### src/rtl/delay_line_reader_pkg.sv
// Shared types and fixed-point constants for the delay-line read path.
package delay_line_reader_pkg;

  localparam int ADDR_W_DEF = 16;
  localparam int DATA_W_DEF = 16;
  localparam int COEF_W_DEF = 16;
  localparam int GAIN_FRAC  = 8;

  localparam logic signed [15:0] SAT_MAX = 16'sh7FFF;
  localparam logic signed [15:0] SAT_MIN = 16'sh8000;

  typedef enum logic [1:0] {
    ST_IDLE,
    ST_REQ,
    ST_MULT,
    ST_OUT
  } state_t;

endpackage

### src/rtl/delay_line_reader_shift_add_gain.sv
// Sequential signed x unsigned shift-add multiplier: one partial product per cycle,
// COEF_W cycles after start; done is asserted alongside the final product.
module shift_add_gain
  import delay_line_reader_pkg::*;
#(
  parameter int DATA_W = DATA_W_DEF,
  parameter int COEF_W = COEF_W_DEF
) (
  input  logic                            clk,
  input  logic                            rst,
  input  logic                            start,
  input  logic signed [DATA_W-1:0]        mcand,
  input  logic        [COEF_W-1:0]        mplier,
  output logic                            done,
  output logic signed [DATA_W+COEF_W-1:0] product
);
  localparam int PW = DATA_W + COEF_W;
  localparam int CW = $clog2(COEF_W);

  logic                 running;
  logic [CW-1:0]        cnt;
  logic signed [PW-1:0] acc_p0;
  logic signed [PW-1:0] addend_p0;
  logic [COEF_W-1:0]    bits_p0;
  logic signed [PW-1:0] sum;

  assign sum     = bits_p0[0] ? (acc_p0 + addend_p0) : acc_p0;
  assign done    = running && (cnt == CW'(COEF_W - 1));
  assign product = sum;

  always_ff @(posedge clk) begin
    if (rst) begin
      running <= 1'b0;
      cnt     <= '0;
    end else if (start) begin
      running <= 1'b1;
      cnt     <= '0;
    end else if (running) begin
      cnt <= cnt + 1'b1;
      if (done) running <= 1'b0;
    end
  end

  // Accumulate stage: addend walks left one bit while the multiplier walks right.
  always_ff @(posedge clk) begin
    if (start) begin
      acc_p0    <= '0;
      addend_p0 <= PW'(mcand);
      bits_p0   <= mplier;
    end else if (running) begin
      acc_p0    <= sum;
      addend_p0 <= addend_p0 <<< 1;
      bits_p0   <= bits_p0 >> 1;
    end
  end

endmodule

### src/rtl/delay_line_reader.sv
// Read side of the pedal sample memory: per ADC tick, pick a delay-tap or loop address,
// fetch one word (internal fixed latency or off-chip handshake), scale by Q8.8 gain, saturate.
module delay_line_reader
  import delay_line_reader_pkg::*;
#(
  parameter int ADDR_W  = ADDR_W_DEF,
  parameter int DATA_W  = DATA_W_DEF,
  parameter int TIMEOUT = 255
) (
  input  logic                     clk,
  input  logic                     rst,
  input  logic                     adc_clock,
  input  logic                     loop,
  input  logic                     off_chip_mem,
  input  logic                     off_chip_mem_ready,
  input  logic [ADDR_W-1:0]        write_addr,
  input  logic [15:0]              delay_reverb,
  input  logic [ADDR_W-1:0]        loop_length,
  input  logic [15:0]              gain,
  input  logic signed [DATA_W-1:0] mem_data_in,
  output logic                     mem_re,
  output logic [ADDR_W-1:0]        address_out,
  output logic signed [DATA_W-1:0] data_out,
  output logic                     data_valid,
  output logic                     busy,
  output logic                     underrun,
  output logic                     timeout
);
  localparam int COEF_W = 16;
  localparam int PW     = DATA_W + COEF_W;
  localparam int CNT_W  = $clog2(TIMEOUT + 1);

  function automatic logic signed [DATA_W-1:0] sat_scale(input logic signed [PW-1:0] p);
    logic signed [PW-1:0] s;
    s = p >>> GAIN_FRAC;
    if (s > PW'(SAT_MAX)) return DATA_W'(SAT_MAX);
    if (s < PW'(SAT_MIN)) return DATA_W'(SAT_MIN);
    return s[DATA_W-1:0];
  endfunction

  state_t                  state_q, state_d;
  logic                    adc_s1, adc_s2, adc_s3;
  logic                    tick;
  logic                    oc_q;
  logic                    req_phase_q;
  logic [CNT_W-1:0]        wait_cnt_q;
  logic [ADDR_W-1:0]       loop_ptr_q;
  logic signed [DATA_W-1:0] sample_p0;
  logic signed [DATA_W-1:0] mcand;
  logic                    mult_start, mult_done;
  logic signed [PW-1:0]    product;
  logic                    req_ack, req_abort;

  assign tick     = adc_s2 & ~adc_s3;
  assign busy     = (state_q != ST_IDLE);
  assign underrun = tick && (state_q != ST_IDLE);
  assign mcand    = oc_q ? sample_p0 : mem_data_in;

  always_ff @(posedge clk) begin
    if (rst) state_q <= ST_IDLE;
    else     state_q <= state_d;
  end

  // req_phase_q=1 means the word is in hand (or due on mem_data_in) and the multiply can start.
  always_comb begin
    state_d    = state_q;
    mult_start = 1'b0;
    req_ack    = 1'b0;
    req_abort  = 1'b0;
    case (state_q)
      ST_IDLE: if (tick) state_d = ST_REQ;
      ST_REQ: begin
        if (req_phase_q) begin
          mult_start = 1'b1;
          state_d    = ST_MULT;
        end else if (oc_q) begin
          if (off_chip_mem_ready)                      req_ack   = 1'b1;
          else if (wait_cnt_q == CNT_W'(TIMEOUT - 1))  req_abort = 1'b1;
        end
      end
      ST_MULT: if (mult_done) state_d = ST_OUT;
      ST_OUT:  state_d = ST_IDLE;
      default: state_d = ST_IDLE;
    endcase
  end

  always_ff @(posedge clk) begin
    if (rst) begin
      adc_s1      <= 1'b0;
      adc_s2      <= 1'b0;
      adc_s3      <= 1'b0;
      mem_re      <= 1'b0;
      address_out <= '0;
      oc_q        <= 1'b0;
      req_phase_q <= 1'b0;
      wait_cnt_q  <= '0;
      timeout     <= 1'b0;
      data_valid  <= 1'b0;
      data_out    <= '0;
      loop_ptr_q  <= '0;
    end else begin
      {adc_s3, adc_s2, adc_s1} <= {adc_s2, adc_s1, adc_clock};
      timeout    <= req_abort;
      data_valid <= (state_q == ST_MULT) && mult_done;
      if ((state_q == ST_IDLE) && tick) begin
        address_out <= loop ? loop_ptr_q : (write_addr - ADDR_W'(delay_reverb));
        mem_re      <= 1'b1;
        oc_q        <= off_chip_mem;
        req_phase_q <= 1'b0;
        wait_cnt_q  <= '0;
      end else if ((state_q == ST_REQ) && !req_phase_q) begin
        if (!oc_q || req_ack || req_abort) begin
          mem_re      <= 1'b0;
          req_phase_q <= 1'b1;
        end else begin
          wait_cnt_q <= wait_cnt_q + 1'b1;
        end
      end
      if ((state_q == ST_MULT) && mult_done) data_out <= sat_scale(product);
      // loop_length of 0 wraps at 2^ADDR_W because loop_length-1 underflows to all ones.
      if (!loop)
        loop_ptr_q <= '0;
      else if ((state_q == ST_IDLE) && tick)
        loop_ptr_q <= (loop_ptr_q == loop_length - 1'b1) ? '0 : loop_ptr_q + 1'b1;
    end
  end

  // Capture stage: off-chip word (or zero on abort) held for the multiplier.
  always_ff @(posedge clk) begin
    if (req_ack)        sample_p0 <= mem_data_in;
    else if (req_abort) sample_p0 <= '0;
  end

  shift_add_gain #(
    .DATA_W(DATA_W),
    .COEF_W(COEF_W)
  ) u_mult (
    .clk    (clk),
    .rst    (rst),
    .start  (mult_start),
    .mcand  (mcand),
    .mplier (gain),
    .done   (mult_done),
    .product(product)
  );

endmodule

### config.mk
export PLATFORM = sky130hd
export DESIGN_NAME = delay_line_reader
export DESIGN_NICKNAME = d
export VERILOG_FILES = /design/src/rtl/delay_line_reader_pkg.sv /design/src/rtl/delay_line_reader_shift_add_gain.sv /design/src/rtl/delay_line_reader.sv
export SDC_FILE = /design/constraint.sdc
export NUM_CORES = 1
export LEC_CHECK = 0
export CAP_MARGIN = 40
export CORE_MARGIN = 2
export CORE_UTILIZATION = 53
export CTS_BUF_LIST = sky130_fd_sc_hd__clkbuf_8
export CTS_CLUSTER_DIAMETER = 200
export CTS_CLUSTER_SIZE = 8
export DETAILED_ROUTE_END_ITERATION = 6
export PLACE_DENSITY = 0.88
export SETUP_SLACK_MARGIN = 0.2
export SLEW_MARGIN = 20
export SYNTH_ARGS = -nofsm -noshare
export SYNTH_HDL_FRONTEND = slang
export SYNTH_SLANG_ARGS = --single-unit
### constraint.sdc
create_clock -name clk -period 3.6 [get_ports clk]
set_input_delay 0.72 -clock clk [delete_from_list [all_inputs] [get_ports clk]]
set_output_delay 0.72 -clock clk [all_outputs]
set_load 0.05 [all_outputs]
==> results of run 1 <==
==> worst min-delay path, stage by stage, from the launching register on <==
cell	delay (ns)
dfxtp_1	0.32
nand2_1	0.06
a21oi_1	0.05
==> layer usage <==
layer,vias to the layer above,track usage
met4,0,0.07895
met3,50,0.05469
met2,302,0.4195
met5,-,0
li1,4280,-
met1,4148,0.3414
==> power groups by stage <==
stage	clock network, W	logic (W)	registers [W]
detailed placement	0	0.00278	0.00247
global route	0.00155	0.00340	0.00247
CTS	0.00147	0.00295	0.00243
global placement	0	0.00270	0.00246
floorplan	0	0.00199	0.00247
finish	0.00146	0.00312	0.00244
==> through the flow <==
step           cell area, sq um  instances  setup TNS [ns]
4_1_cts                   12260       1517        -0.03095
2_1_floorplan              9993       1131               0
3_3_place_gp              11560       1466        -0.06159
3_5_place_dp              11600       1468         -0.6481
6_report                  12380       1521         -0.1717
5_1_grt                   12380       1521          -2.186
==> final timing paths <==
| kind | slack (ns) | startpoint | endpoint | cells after the start |
|---|---|---|---|---|
| setup / recovery | -0.03 | u_mult.addend_p0[3]$_DFFE_PP_ | data_out[5]$_SDFFE_PP0P_ | 14 |
| hold / removal | 0.47 | address_out[0]$_SDFFE_PP0P_ | address_out[0]$_SDFFE_PP0P_ | 2 |
| hold reg to reg | 0.47 | address_out[0]$_SDFFE_PP0P_ | address_out[0]$_SDFFE_PP0P_ | 2 |
| setup reg to reg | -0.03 | u_mult.addend_p0[3]$_DFFE_PP_ | data_out[5]$_SDFFE_PP0P_ | 14 |
==> state kept, by name, indices dropped and copies added (netlist names), 2 cells and up <==
name / flops
address_out: 16
u_mult.bits_p0: 16
u_mult.acc_p0: 32
u_mult.addend_p0: 32
data_out: 16
loop_ptr_q: 16
u_mult.cnt: 4
wait_cnt_q: 8
sample_p0: 16
state_q: 2
==> cell type report <==
class                           count  area (sq um)  area share
Clock inverter                     15         196.4     0.01587
Inverter                           42         157.7     0.01274
Timing Repair Buffer              178          1714      0.1385
Sequential cell                   167          3984      0.3219
Multi-Input combinational cell    868          5798      0.4685
Tap cell                          234         292.8     0.02366
Clock buffer                       17         234.0     0.01890
==> logic make-up after synthesis <==
kind of cell    Yosys count  share of synthesized area
fa+ha+maj                56                    0.07201
buf+inv                  96                    0.03777
compound gates          267                     0.1826
mux                      34                    0.03487
simple gates            423                     0.1936
xor+xnor                 88                    0.07831
flops                   167                     0.4009
==> cells in the final DEF, fill, tap and decap left out, types with 6 or more instances in the layout <==
cell	Yosys	layout
a211oi_1	18	13
a21o_1	25	25
a21oi_1	74	71
and2_1	22	21
and3_1	13	13
buf_4	1	50
clkbuf_8	0	17
clkdlybuf4s50_1	0	121
dfxtp_1	103	103
edfxtp_1	64	64
ha_1	54	48
ha_4	0	6
inv_1	42	43
mux2i_1	32	31
nand2_1	166	165
nand2b_1	8	7
nand3_1	23	23
nand4_1	14	14
nor2_1	108	107
nor2b_1	11	10
nor3_1	24	24
o211ai_1	6	6
o21a_1	8	8
o21ai_0	56	53
o21ai_1	7	7
o21bai_1	14	14
o32ai_2	8	10
or3_1	16	16
xnor2_1	45	45
xor2_1	42	42
==> what timing repair did <==
item                                   CTS  global route
setup buffers                           16             4
endpoints found under the hold margin    0             0
resized for setup                       11            21
pin swaps                               26            13
cloned                                   1             0
setup endpoints to repair               15            20
==> impl_metrics.toml, run 1 <==
[drt]
wl_met3_um = 1687
final_antenna_net_count = 0
detail_route.first_pass.iterations = 5
drt-met1-wl_um = 11060
wl_met2_um = 12030
wl_per_cell_um = 16.70
top_layer = "met4"
drt-total-wl_um = 25400
routed_via_density = 5.773
route.detailed.drc = 0
vias = 8780
initialDrtViolationCount = 638

[pwr]
power_frac_clock = 0.207
fin_total_pwr_w = 0.007023
cellLeakagePower_nw = 4.845
swShare = 0.3825
peakVddDrop_mv = 0.3562
p_per_area_nw_per_um2 = 567.5
pwr-share-comb = 0.445
p_int_w = 0.004337
switchingPower_w = 0.002687
p_seq_frac = 0.348

[grt]
antenna_found_initial = 0
grt_pass1_vias = 8439
grt-ovfl-total = 0
grt_max_degree = 37
track_usage = 0.2560
grt_pass1_wl_um = 41350

[flow_run]
cap_violations = 0

[cts]
insertion_delay_ns = 0.47
cts_buffers = 17
cts.reportedPaths.clkPinSlew_ns = 0.09
cts.sinks = 167
root_buffer = "clkbuf_8"
cts_tree = "done"
cts_hold_buf = 0
htreeDepth = 4
clockBufferDepth = 2

[timing]
drv_slew = 0
max_clock_freq_mhz = 275.7
fin_crit_sh = 1.008
fin_skew_ns = 0.01929
final-hold-violation-count = 0
rsz0062_at_grt = "yes"
worst_pin_slew_ns = 0.7312
setup_viol = 9
final.min_clock_period_ns = 3.627
whs_ns = 0.4676
slew_headroom = 0.5108
fin_ws_ns = -0.02711

[synth]
synth_nets = 1273
ys.flop_type = "dfxtp_1"
netlist_instances = 1131
synth_top_cell_by_area = "dfxtp_1"
yosys_warnings = 0
ys_seq_area_frac = 0.4009
synthArstFlopShare = 0
synth.cell_area_sq_um = 9938
ys_seq_elements = 167
synthMostInstantiatedCell = "nand2_1"
netlist_top_cells_area = "dfxtp_1 (21%), edfxtp_1 (19%), ha_1 (6.8%)"
synth_common_cells = "nand2_1 (166), nor2_1 (108), dfxtp_1 (103), a21oi_1 (74), edfxtp_1 (64)"
synthDistinctLibCells = 71
synth_top_area_share = 0.2075
syn_area_per_cell_sq_um = 8.787
synth_edf_count = 64

[setup_path]
criticalPathCategory = "register to register"
cp.required_ns = 3.94
path_cells = "ha_1 -> o21ai_0 -> o21bai_1 -> or3b_1 -> o211ai_2 -> and2_4 -> o21ai_4 -> nand4_1 -> o211ai_1 -> or4_4 -> o32ai_4 -> buf_12 -> buf_12 -> o32ai_4"
cp_top_family = "simple AND/OR/NAND/NOR gates"
crit_buf_inv = 2
cpPeakStageDelay_ns = 0.52
startpoint_type = "register"
cp_data_arrival_time_ns = 3.97
crit_path_end_kind = "register"
cp_max_fo = 8
cp_slowest_cell = "or4_4"

[placement]
hpwlAfterDp_um = 18050
dp_slack_ns = -0.2403
gp_congestion = 0.9217
portBuffers = 122

[floorplan]
die_y_um = 140.9
dieArea_sq_um = 19860
core_sq_um = 18580
num_rows = 50
start_util = 0.5349
die_w_um = 140.9
io-pin-count = 123

[cells_and_area]
syn_to_final_growth_pct = 24.54
nFillCells = 1376
nNetsFinal = 1416
fin_util = 0.6661
diodes = 0
layout-drive-gt1-share = 0.1150

[status]
violations = "setup timing"
status = "complete, but fails checks"

[hold_path]
hold_class = "register to register"
(Power assumes the default switching activity.)
==> run 2: changes to the inputs <==
--- a/config.mk
+++ b/config.mk
@@ -10,7 +10,6 @@
 export CORE_UTILIZATION = 53
 export CTS_BUF_LIST = sky130_fd_sc_hd__clkbuf_8
 export CTS_CLUSTER_DIAMETER = 200
-export CTS_CLUSTER_SIZE = 8
 export DETAILED_ROUTE_END_ITERATION = 6
 export PLACE_DENSITY = 0.88
 export SETUP_SLACK_MARGIN = 0.2
==> results of run 2 <==
Same layout as run 1: the final DEF is identical, and so are final timing and power.
==> run 3: changes to the inputs <==
--- a/config.mk
+++ b/config.mk
@@ -6,6 +6,7 @@
 export NUM_CORES = 1
 export LEC_CHECK = 0
 export CAP_MARGIN = 40
+export CORE_ASPECT_RATIO = 0.75
 export CORE_MARGIN = 2
 export CORE_UTILIZATION = 53
 export CTS_BUF_LIST = sky130_fd_sc_hd__clkbuf_8
@@ -17,3 +18,4 @@
 export SYNTH_ARGS = -nofsm -noshare
 export SYNTH_HDL_FRONTEND = slang
 export SYNTH_SLANG_ARGS = --single-unit
+export TNS_END_PERCENT = 10
==> run 3 against run 2 <==
  * The run still ends with setup timing left
  * Non-clock buffer count down 16
  * First-iteration DRC count up 38%
  * Design area down 2.0%
  * Combinational power down 6%
  * Sequential cell count unchanged
  * Die area about the same
  * Clock skew down 0.0033 ns
  * Maximum frequency down 0.29%
  * Routed wire length down 3.0%
  * Utilization down 0.89 points
  * Global-route usage down 0.79 points
  * Worst setup slack worse by 0.011 ns
  * Largest power group unchanged
==> impl_metrics.toml, run 3 (synthesis gave the netlist of run 1 again) <==
[drt]
detail_route.first_pass.iterations = 5
initialDrtViolationCount = 878
final_antenna_net_count = 0
vias = 8703
routed_via_density = 5.733
drt-total-wl_um = 24630
wl_per_cell_um = 16.22
route.detailed.drc = 0

[setup_path]
criticalPathCategory = "register to register"
startpoint_type = "register"
crit_path_end_kind = "register"
cp_data_arrival_time_ns = 3.96
critPathLaunch = "u_mult.addend_p0[0]$_SDFFCE_PN0P_"
regToRegSetupSlack_ns = -0.04
timing.rr.start = "u_mult.addend_p0[0]$_SDFFCE_PN0P_"
cp_max_fo = 5
cp.required_ns = 3.92

[cts]
cts_hold_buf = 0
cts.sinks = 167
root_buffer = "clkbuf_8"
cts.reportedPaths.clkPinSlew_ns = 0.09
cts_tree = "done"
clockBufferDepth = 2
htreeDepth = 4
cts_buffers = 17
insertion_delay_ns = 0.47

[cells_and_area]
nNetsFinal = 1400
fin_area_sq_um = 12130
fin_cells = 1518
final_common_cell = "nand2_1"
reg.largest.list = "u_mult.acc_p0: 32 flops, u_mult.addend_p0: 32 flops"
fin_util = 0.6572
syn_to_final_growth_pct = 22.03
layout_common_cells = "nand2_1 (165), clkdlybuf4s50_1 (121), nor2_1 (107), dfxtp_1 (103), a21oi_1 (73)"
layout-drive-gt1-share = 0.09205
diodes = 0

[timing]
max_clock_freq_mhz = 274.9
final.min_clock_period_ns = 3.638
drv_slew = 0
rsz0062_at_grt = "yes"
fin_crit_sh = 1.010
fin_ws_ns = -0.03779
worst_pin_slew_ns = 0.8590
slew_headroom = 0.4273
tns_ns = -0.2316
setup_viol = 15
fin_skew_ns = 0.01604
final-hold-violation-count = 0

[grt]
antenna_found_initial = 0
track_usage = 0.2481
grt_pass1_vias = 7889
grt_max_degree = 49
grt-ovfl-total = 0
grt_pass1_wl_um = 39330

[floorplan]
start_util = 0.5385
dieArea_sq_um = 19870
core_sq_um = 18450
num_rows = 43
die_w_um = 162.1
die_y_um = 122.6
io-pin-count = 123

[status]
violations = "setup timing"
status = "complete, but fails checks"

[placement]
placed_area_sq_um = 11620
hpwlAfterDp_um = 18060
dp_slack_ns = -0.3000
gp_congestion = 0.9229
post-place-cells = 1480
portBuffers = 122

[pwr]
cellLeakagePower_nw = 4.753
peakVddDrop_mv = 0.2872
p_per_area_nw_per_um2 = 557.5

[hold_path]
holdCritStartpoint = "address_out[0]$_SDFFE_PP0P_"
hold_class = "register to register"

[flow_run]
cap_violations = 0
==> run 3: cell count changes in the layout (fill, tap and decap cells not counted), sizes merged <==
cell	before	now
clkinv	7	3
bufinv	3	2
inv	47	50
clkinvlp	0	2
buf	57	41
==> run 3: worst max-delay path: stages, from the launching register on <==
cell and delay [ns]:
edfxtp_1 0.40, ha_2 0.22, fa_2 0.37, a211oi_2 0.24, o21bai_1 0.13, or3b_1 0.39
o211ai_2 0.10, and2_4 0.21, o21ai_4 0.08, nand4_1 0.09, o211ai_1 0.12, or4_4 0.52
o32ai_4 0.36, buf_6 0.17, o32ai_1 0.09
==> run 3: worst paths after layout <==
path,endpoint,cells past startpoint
hold / removal,address_out[0]$_SDFFE_PP0P_,2
setup reg to reg,data_out[1]$_SDFFE_PP0P_,14
hold reg to reg,address_out[0]$_SDFFE_PP0P_,2
setup / recovery,data_out[1]$_SDFFE_PP0P_,14
==> run 3: metal layers <==
layer | vias to the layer above | GRT usage | share of wire
li1 | 4254 | - | -
met1 | 4105 | 0.3652 | 0.47
met2 | 325 | 0.3832 | 0.44
met3 | 19 | 0.04427 | 0.077
met4 | 0 | 0.05310 | 0.0091
met5 | - | 0 | 0
==> run 3: cell type report <==
cell class | count | area (sq um)
flip-flops and latches | 167 | 3984
fillers | 1419 | 6326
repair buffers | 162 | 1573
inverters | 42 | 157.7
well taps | 247 | 309.0
clock buffers | 17 | 234.0
clock inverters | 15 | 153.9
multi-input cells | 868 | 5717
==> run 3: per-stage QoR <==
step / power (W) / hold WS (ns)
after floorplan: 0.004466 / 0.4138
after global placement: 0.005162 / 0.4395
after detailed placement: 0.005271 / 0.4426
after CTS: 0.006667 / 0.4560
after global routing: 0.007162 / 0.4902
final: 0.006762 / 0.4567
==> run 3: what timing repair did <==
| action | 4_1_cts | 5_1_grt |
|---|---|---|
| pin swaps | 6 | 5 |
| hold endpoints to repair | 0 | 0 |
| resized for setup | 4 | 14 |
| buffers inserted | 2 | 4 |
| endpoints found under the setup margin | 16 | 20 |
==> run 3: where the power goes <==
| part | internal, W | switching [W] |
|---|---|---|
| clock network | 0.000622 | 0.000748 |
| logic | 0.00128 | 0.00166 |
| registers | 0.00224 | 0.000217 |
